**config.mk**
```make
export PLATFORM = sky130hd
export DESIGN_NAME = encoder83_pending_flat
export DESIGN_NICKNAME = d
export VERILOG_FILES = /design/src/rtl/encoder83_pending_pkg.sv /design/src/rtl/encoder83_pending_if.sv /design/src/rtl/encoder83_pending_prio_find8.sv /design/src/rtl/encoder83_pending.sv /design/src/flat_wrapper.sv
export SDC_FILE = /design/constraint.sdc
export NUM_CORES = 1
export LEC_CHECK = 0
export CAP_MARGIN = 20
export CORE_MARGIN = 1
export CORE_UTILIZATION = 42
export DETAILED_ROUTE_END_ITERATION = 8
export PLACE_DENSITY = 0.72
export SETUP_SLACK_MARGIN = 0.2
export SLEW_MARGIN = 20
export SYNTH_ARGS = -nofsm -noshare
export SYNTH_HDL_FRONTEND = slang
export SYNTH_HIERARCHICAL = 1
export SYNTH_SLANG_ARGS = --single-unit
```
**constraint.sdc**
```tcl
create_clock -name clk -period 1.8 [get_ports clk]
set_clock_uncertainty 0.15 [all_clocks]
set_input_delay 0.36 -clock clk [delete_from_list [all_inputs] [get_ports clk]]
set_output_delay 0.36 -clock clk [all_outputs]
set_load 0.02 [all_outputs]
```
**src/rtl/encoder83_pending_pkg.sv**
```systemverilog
// Shared types and sizes for the 8-to-3 pending request encoder.
// The helper turns an encoded index back into the pending-bit mask it refers to.
package encoder83_pending_pkg;

    localparam int IDX_W = 3;
    localparam int REQ_W = 8;

    typedef enum logic {
        ST_IDLE  = 1'b0,
        ST_OFFER = 1'b1
    } state_t;

    function automatic logic [REQ_W-1:0] idx_onehot(input logic [IDX_W-1:0] idx);
        idx_onehot      = '0;
        idx_onehot[idx] = 1'b1;
    endfunction

endpackage

```
**src/rtl/encoder83_pending_if.sv**
```systemverilog
// Request/handshake bundle between the request sources, the encoder and the index consumer.
// code[0] is the LSB of the encoded index; req_n[i] belongs to source i.
interface encoder83_pending_if;
    import encoder83_pending_pkg::*;

    logic [0:REQ_W-1] req_n;
    logic             en_n;
    logic [0:IDX_W-1] code;
    logic             valid;
    logic             ready;
    logic             gs_n;
    logic             eo_n;

    modport master (
        input  req_n, en_n, ready,
        output code, valid, gs_n, eo_n
    );

    modport slave (
        output req_n, en_n, ready,
        input  code, valid, gs_n, eo_n
    );

endinterface

```
**src/rtl/encoder83_pending_prio_find8.sv**
```systemverilog
// Combinational find-first-set over 8 bits; PRIO_HIGH=1 favours the highest index,
// PRIO_HIGH=0 the lowest.
module prio_find8
    import encoder83_pending_pkg::*;
#(
    parameter bit PRIO_HIGH = 1'b1
) (
    input  logic [REQ_W-1:0] vec,
    output logic [IDX_W-1:0] idx,
    output logic             any
);

    // Later loop iterations overwrite earlier ones, so the scan order sets the winner.
    always_comb begin
        idx = '0;
        any = |vec;
        if (PRIO_HIGH) begin
            for (int i = 0; i < REQ_W; i++) begin
                if (vec[i]) idx = IDX_W'(i);
            end
        end else begin
            for (int i = REQ_W - 1; i >= 0; i--) begin
                if (vec[i]) idx = IDX_W'(i);
            end
        end
    end

endmodule

```
**src/rtl/encoder83_pending.sv**
```systemverilog
// Registered 8-to-3 priority encoder: latches active-low requests into a pending
// register and offers one index at a time over a valid/ready handshake.
//
//   state    | meaning
//   ---------+---------------------------------------------------------
//   ST_IDLE  | nothing offered; load the best pending index if any
//   ST_OFFER | code/valid held until the consumer asserts ready
module encoder83_pending
    import encoder83_pending_pkg::*;
#(
    parameter bit PRIO_HIGH = 1'b1
) (
    input  logic                clk,
    input  logic                rst,
    encoder83_pending_if.master bus
);

    state_t           state_q, state_d;
    logic [REQ_W-1:0] p_q, p_d;
    logic [IDX_W-1:0] code_q, code_d;
    logic             valid_q, valid_d;
    logic             gs_n_q, gs_n_d;
    logic             eo_n_q, eo_n_d;

    logic [REQ_W-1:0] set_mask;
    logic [REQ_W-1:0] clr_mask;
    logic [IDX_W-1:0] find_idx;
    logic             find_any;

    prio_find8 #(
        .PRIO_HIGH (PRIO_HIGH)
    ) u_find (
        .vec (p_q),
        .idx (find_idx),
        .any (find_any)
    );

    always_comb begin
        set_mask = '0;
        for (int i = 0; i < REQ_W; i++) begin
            set_mask[i] = ~bus.en_n & ~bus.req_n[i];
        end
    end

    always_comb begin
        state_d  = state_q;
        code_d   = code_q;
        valid_d  = valid_q;
        clr_mask = '0;
        case (state_q)
            ST_IDLE: begin
                if (find_any) begin
                    code_d  = find_idx;
                    valid_d = 1'b1;
                    state_d = ST_OFFER;
                end
            end
            ST_OFFER: begin
                if (bus.ready) begin
                    clr_mask = idx_onehot(code_q);
                    valid_d  = 1'b0;
                    state_d  = ST_IDLE;
                end
            end
            default: begin
                valid_d = 1'b0;
                state_d = ST_IDLE;
            end
        endcase
    end

    // A request arriving on the accept edge re-arms its own bit: set beats clear.
    always_comb begin
        p_d    = (p_q & ~clr_mask) | set_mask;
        gs_n_d = ~(|p_d);
        eo_n_d = ~(~bus.en_n & ~(|p_d) & (&bus.req_n));
    end

    always_ff @(posedge clk) begin
        if (rst) begin
            state_q <= ST_IDLE;
            p_q     <= '0;
            code_q  <= '0;
            valid_q <= 1'b0;
            gs_n_q  <= 1'b1;
            eo_n_q  <= 1'b1;
        end else begin
            state_q <= state_d;
            p_q     <= p_d;
            code_q  <= code_d;
            valid_q <= valid_d;
            gs_n_q  <= gs_n_d;
            eo_n_q  <= eo_n_d;
        end
    end

    assign bus.code[0] = code_q[0];
    assign bus.code[1] = code_q[1];
    assign bus.code[2] = code_q[2];
    assign bus.valid   = valid_q;
    assign bus.gs_n    = gs_n_q;
    assign bus.eo_n    = eo_n_q;

endmodule

```
**src/flat_wrapper.sv**
```systemverilog
// flat-port wrapper written by rule: the top's interface ports become plain ports
module encoder83_pending_flat import encoder83_pending_pkg::*;
#(
    parameter bit PRIO_HIGH = 1'b1
)
  (clk, rst, bus_req_n, bus_en_n, bus_ready, bus_code, bus_valid, bus_gs_n, bus_eo_n);
  encoder83_pending_if bus_i ();
  input  logic clk;
  input  logic rst;
  input wire logic [$bits(bus_i.req_n)-1:0] bus_req_n;
  input wire logic [$bits(bus_i.en_n)-1:0] bus_en_n;
  input wire logic [$bits(bus_i.ready)-1:0] bus_ready;
  output wire logic [$bits(bus_i.code)-1:0] bus_code;
  output wire logic [$bits(bus_i.valid)-1:0] bus_valid;
  output wire logic [$bits(bus_i.gs_n)-1:0] bus_gs_n;
  output wire logic [$bits(bus_i.eo_n)-1:0] bus_eo_n;
  assign bus_i.req_n = bus_req_n;
  assign bus_i.en_n = bus_en_n;
  assign bus_i.ready = bus_ready;
  assign bus_code = bus_i.code;
  assign bus_valid = bus_i.valid;
  assign bus_gs_n = bus_i.gs_n;
  assign bus_eo_n = bus_i.eo_n;
  encoder83_pending #(.PRIO_HIGH(PRIO_HIGH)) u_core (.clk(clk), .rst(rst), .bus(bus_i));
endmodule
```
# == Word level (Yosys, flattened, before mapping) ==
# Index checks and enable logic that the tools add are counted.
# op_classes
n_eq_ne,2
magnitude_cmp,2
n_reduce_logical,6
muxes,17
bitwise,25
# op_table
op,count
$mux 3,6
$mux 8,2
$reduce_or 8->1,2
$not 1->1,12
$and 1x1->1,10
$and 8x8->8,1
$not 8->8,1
$or 8x8->8,1
$reduce_and 8->1,1
$mux 1,6
$lt 3x4->1 const B,1
$pmux 1 s2,2
$reduce_and 2->1,2
$demux 1 s3,1
$ge 3x1->1 const B,1
$ne 2x1->1 const B,1
$ne 2x2->1 const B,1
$logic_and 1x1->1,1
# word_totals
word_cells,58
reg_bits,15
output_inout_bits,6
inputBits,12

# == Logic depth before layout (Yosys ltp) ==
# logic_depth
word_depth,14
ltp_mapped,6

# == Modules after synthesis ==
# Netlist, hierarchy kept.
# by_module_without_submodules
module,area_per_inst_um2,cells_per_inst,instances,seq_area_each_um2
encoder83_pending,663.1,79,1,300.3
prio_find8,66.3,12,1,0.0

# == Least setup slack after synthesis ==
# Ideal clock, no wire load.
# synth_timing
path_type,register to register
start,register u_core.code_q[0]
end,"register u_core.eo_n_q, in the netlist u_core/bus.eo_n"
path_stages_with_launch,5
synth_period_minus_slack_ps,1857
path_buffers,0
arrival_ps,1573
setup_ps,134
setup_slack_ps,-57
cell_sequence,dfxtp_1 > nand3_1 > a222oi_1 > nand4_1 > or4_1
# synth_via
elab_chain_len,14
elab_cells_between_ends,15
classes_between,order compare: 2; mux: 4; bitwise: 7; reduce/logical: 2
# synth_lines
element,line_no,text
"start, declared",encoder83_pending.sv:20,"logic [IDX_W-1:0] code_q, code_d;"
"start signal, assigned",encoder83_pending.sv:90,code_q <= code_d;
$lt 3x4->1 (not written as such) or $ge 3x1->1 (tied branches),encoder83_pending_pkg.sv:15,idx_onehot[idx] = 1'b1;
$logic_and 1x1->1 (not written as such),encoder83_pending_pkg.sv:15,
$mux 1 (not written as such),encoder83_pending_pkg.sv:15,
$demux 1 s3 (*),n/a,
$mux 8 (*),encoder83_pending.sv:59,if (bus.ready) begin
$mux 8 (*),encoder83_pending.sv:50,case (state_q)
$not 8->8 (*),encoder83_pending.sv:74,p_d = (p_q & ~clr_mask) | set_mask;
$and 8x8->8 (*),encoder83_pending.sv:74,
$or 8x8->8 (*),encoder83_pending.sv:74,
$reduce_or 8->1 (*),encoder83_pending.sv:76,eo_n_d = ~(~bus.en_n & ~(|p_d) & (&bus.req_n));
$not 1->1 (*),encoder83_pending.sv:76,
$and 1x1->1 (*) (2 in series),encoder83_pending.sv:76,
$not 1->1 (*),encoder83_pending.sv:76,
"end signal, assigned",encoder83_pending.sv:93,eo_n_q <= eo_n_d;
"end, declared",encoder83_pending.sv:23,"logic eo_n_q, eo_n_d;"
# Mark *: on every way between the ends. The rest lies on a longest branch, timed or not.
# A chain may end at the register's enable or synchronous reset.

# == Worst setup path after layout ==
# layout_timing
start,register u_core.p_q[2]
end,"register u_core.eo_n_q, in the netlist u_core/bus.eo_n"
# layout_via
elab_chain_len,7
# layout_lines
element,line_no,text
"start, declared",encoder83_pending.sv:19,"logic [REQ_W-1:0] p_q, p_d;"
"start signal, assigned",encoder83_pending.sv:89,p_q <= p_d;
$and 8x8->8,encoder83_pending.sv:74,
$or 8x8->8,encoder83_pending.sv:74,
$reduce_or 8->1,encoder83_pending.sv:76,
$not 1->1,encoder83_pending.sv:76,
$and 1x1->1 (2 in series),encoder83_pending.sv:76,
$not 1->1,encoder83_pending.sv:76,
# No other way between the ends.

==> impl_metrics.toml <==
[run_status]
status = "finished with violations"
failed_checks = "negative setup slack"

[detailed_routing]
ant_nets = 0
wl_per_cell_um = 13.5
drt_iter0_markers = 25
route.detailed.drc = 0
wl_um = 1940
first_pass_iters = 4
routed_via_density = 5.54
num_vias = 792

[die]
dieArea_sq_um = 1910
io_pins = 18
start_util_pct = 46.8
fp.dieW_um = 43.7
die_h_um = 43.7
core-area_sq_um = 1560
num_rows = 14

[worst_setup_path]
slowest_stage = "or4_1"
r2r_end = "u_core/bus.eo_n"
criticalPathCategory = "reg -> reg"
cp.buffers_inverters = 0
endpoint = "u_core/bus.eo_n"
path_depth = 4
crit_fanout = 2
crit_family = "simple AND/OR/NAND/NOR gates"
worstRegToRegCells = 4
path_cells = "or3_1 -> a222oi_1 -> nand4_1 -> or4_1"
crit_path_start = "u_core/p_q[2]"
arrival_ns = 1.92
startpoint_type = "flop"
ff2ff_setup_slack_ns = -0.1
cp-end-kind = "flop"
cp_slowest_stage_delay_ns = 0.42
timing.rr.start = "u_core/p_q[2]"
cp.required_ns = 1.82

[synth]
yosys.area.top_type = "dfxtp_1"
syn_nets = 103
yosysSeqAreaShare_pct = 41.2
yosysWarnings = 6
ys_types = 29
syn_avg_cell_area_sq_um = 8.02
synth_top_area_share_pct = 41.2
ys_seq_elements = 15
syn_area_sq_um = 729
ys_top_cells_by_area = "dfxtp_1 (41%), nor2_1 (7.7%), a21oi_1 (7.5%), mux2i_1 (4.1%), nand4_1 (3.4%)"
synthCells = 91

[clock_tree]
worstSkewPairLatency_ns = 0.29
clk_pin_slew_worst_paths_ns = 0.09
cts.sinks = 15
cts-root-buf = "clkbuf_4"
htree_levels = 1
cts_buffer_depth = 2
cts_buffers = 3
cts_tree = "yes"

[sta]
finalMaxSlewViolations = 0
fin_crit_ns = 1.90
grt_setup_unrepaired = "yes"
timing.final.crit_share_pct = 105
setup_viol = 2
hold_violations = 0
worst_pin_slew_ns = 0.331
max_freq_mhz = 527
relSlewSlack_pct = 77.9
fin_ws_ns = -0.0977
tns_ns = -0.133

[place]
dp_cells = 136
gp_congestion = 0.885
place_area_sq_um = 1040
dpl.hpwl_um = 1450
port_buffers = 17

[power]
intPower_w = 0.000609
pwr-share-clk_pct = 21.8
total_power_w = 0.000895
ir_drop_v = 0.000540
switchingPower_w = 0.000286
p_per_area_nw_per_um2 = 813
combPwrFrac_pct = 32.6
p_leak_nw = 0.470
seq_power_share_pct = 45.6
p_sw_share_pct = 32.0

[run]
max_cap_violations = 0

[cells_and_area]
layout_commonest_cell = "buf_4"
final_nets = 140
stdcell_count = 143
diodes = 0
area_growth_pct = 50.8
stdcell_area_sq_um = 1100
final_layout_size_suffix_gt1_share_pct = 29.1
most-common-layout-cells = "buf_4 (17), nor2_1 (15), a21oi_1 (11), clkdlybuf4s50_1 (9), dfxtp_1 (9)"
fillers = 137

[global_routing]
use_met2_pct = 36.4
grt_start_max_net_pins = 15
grt_pass1_wl_um = 3370
grt-ovfl-total = 0
busiest_layer = "met2"
grt_usage_pct = 24.5
antenna_found_initial = 0
grt_pass1_vias = 779
grt_use_met1_pct = 31.0
met3_usage_pct = 7.08

[hold_path]
worstHoldPathType = "reg -> reg"
==> sequential cells by signal, summed over array words and instances (netlist names) <==
signal,cells
u_core/p_q,8
u_core/code_q,3
u_core/state_q,1
u_core/bus.gs_n,1
u_core/bus.valid,1
u_core/bus.eo_n,1
==> per-stage QoR <==
stage | util, % | setup WS (ns) | hold WS, ns
finish | 70.5 | -0.0977 | 0.336
floorplan | - | 0.0539 | 0.272
CTS | 70.2 | -0.0169 | 0.344
detailed placement | 66.5 | -0.515 | 0.328
global route | 70.5 | -0.137 | 0.397
global placement | 66.5 | -0.454 | 0.322
==> power groups by stage <==
stage	combinational (W)	clock [W]	sequential, W
final	0.000292	0.000195	0.000408
after floorplan	0.000134	0	0.000434
after detailed placement	0.000285	0	0.000414
after CTS	0.000285	0.000202	0.000407
after global routing	0.000319	0.000215	0.000416
after global placement	0.000284	0	0.000413
==> logic make-up (layout without fill, tap and decap cells) <==
| group | count (synthesis) | in the layout | synth area share [%] |
|---|---|---|---|
| and+or+nand+nor | 40 | 40 | 28.0 |
| muxes | 3 | 3 | 4.12 |
| AOI/OAI and AO/OA | 27 | 27 | 23.7 |
| buffers and inverters | 6 | 42 | 3.09 |
| DFF | 15 | 15 | 41.2 |
==> worst min-delay path by stage <==
stage / startpoint / end / slack [ns] / cells past startpoint
final: u_core/bus.valid / u_core/bus.valid / 0.34 / 2
after global routing: u_core/bus.valid / u_core/bus.valid / 0.40 / 2
after CTS: u_core/bus.valid / u_core/bus.valid / 0.34 / 2
after detailed placement: u_core/bus.valid / u_core/bus.valid / 0.33 / 2
after global placement: u_core/bus.valid / u_core/bus.valid / 0.32 / 2
after floorplan: rst / u_core/p_q[2] / 0.27 / 1
==> routing by layer <==
metal | routed length, um | part of all wire [%] | vias to the layer above
met4 | 72 | 3.7 | 0
met3 | 140 | 7.2 | 10
met2 | 861 | 44 | 37
li1 | - | - | 400
met5 | 0 | 0 | -
met1 | 861 | 44 | 345
==> worst register-to-register path: stages, from the launching register on <==
cell      delay, ns
dfxtp_2        0.33
or3_1          0.37
a222oi_1       0.33
nand4_1        0.18
or4_1          0.42
==> Yosys cell counts <==
| cell type | count |
|---|---|
| o31ai_1 | 1 |
| a222oi_1 | 1 |
| nand3b_2 | 1 |
| nand3_1 | 3 |
| o21a_1 | 2 |
| a21oi_2 | 1 |
| inv_2 | 1 |
| nor2b_1 | 1 |
| or2_2 | 1 |
| mux2i_1 | 3 |
| a21boi_1 | 1 |
| a31oi_1 | 1 |
| nand2_1 | 6 |
| nor2_1 | 15 |
| a21oi_1 | 11 |
| o21bai_1 | 1 |
| nor4bb_1 | 1 |
| inv_1 | 2 |
| or3_1 | 1 |
| nand2b_1 | 2 |
| dfxtp_1 | 15 |
| o21ai_1 | 3 |
| o31ai_2 | 1 |
| o21ai_0 | 1 |
| clkbuf_1 | 3 |
| or4_1 | 1 |
| nand4_1 | 4 |
| or2_1 | 4 |
| a211oi_1 | 3 |
==> layout make-up <==
cell class                 instances  area, sq um  area share [%]
sequential                        15          308            28.0
tap                               16         20.0            1.82
timing repair buffer              35          299            27.2
clock buffer                       4         26.3            2.39
multi-input combinational         70          435            39.6
inverter                           3         11.3            1.02
==> repair_timing <==
item / CTS / global route
pin swaps: 5 / 0
resized for setup: 13 / 1
setup endpoints to repair: 11 / 3
endpoints found under the hold margin: 0 / 0
setup buffers: 3 / 0
hold buffers: 0 / 0
Power figures use the tool's default switching activity.
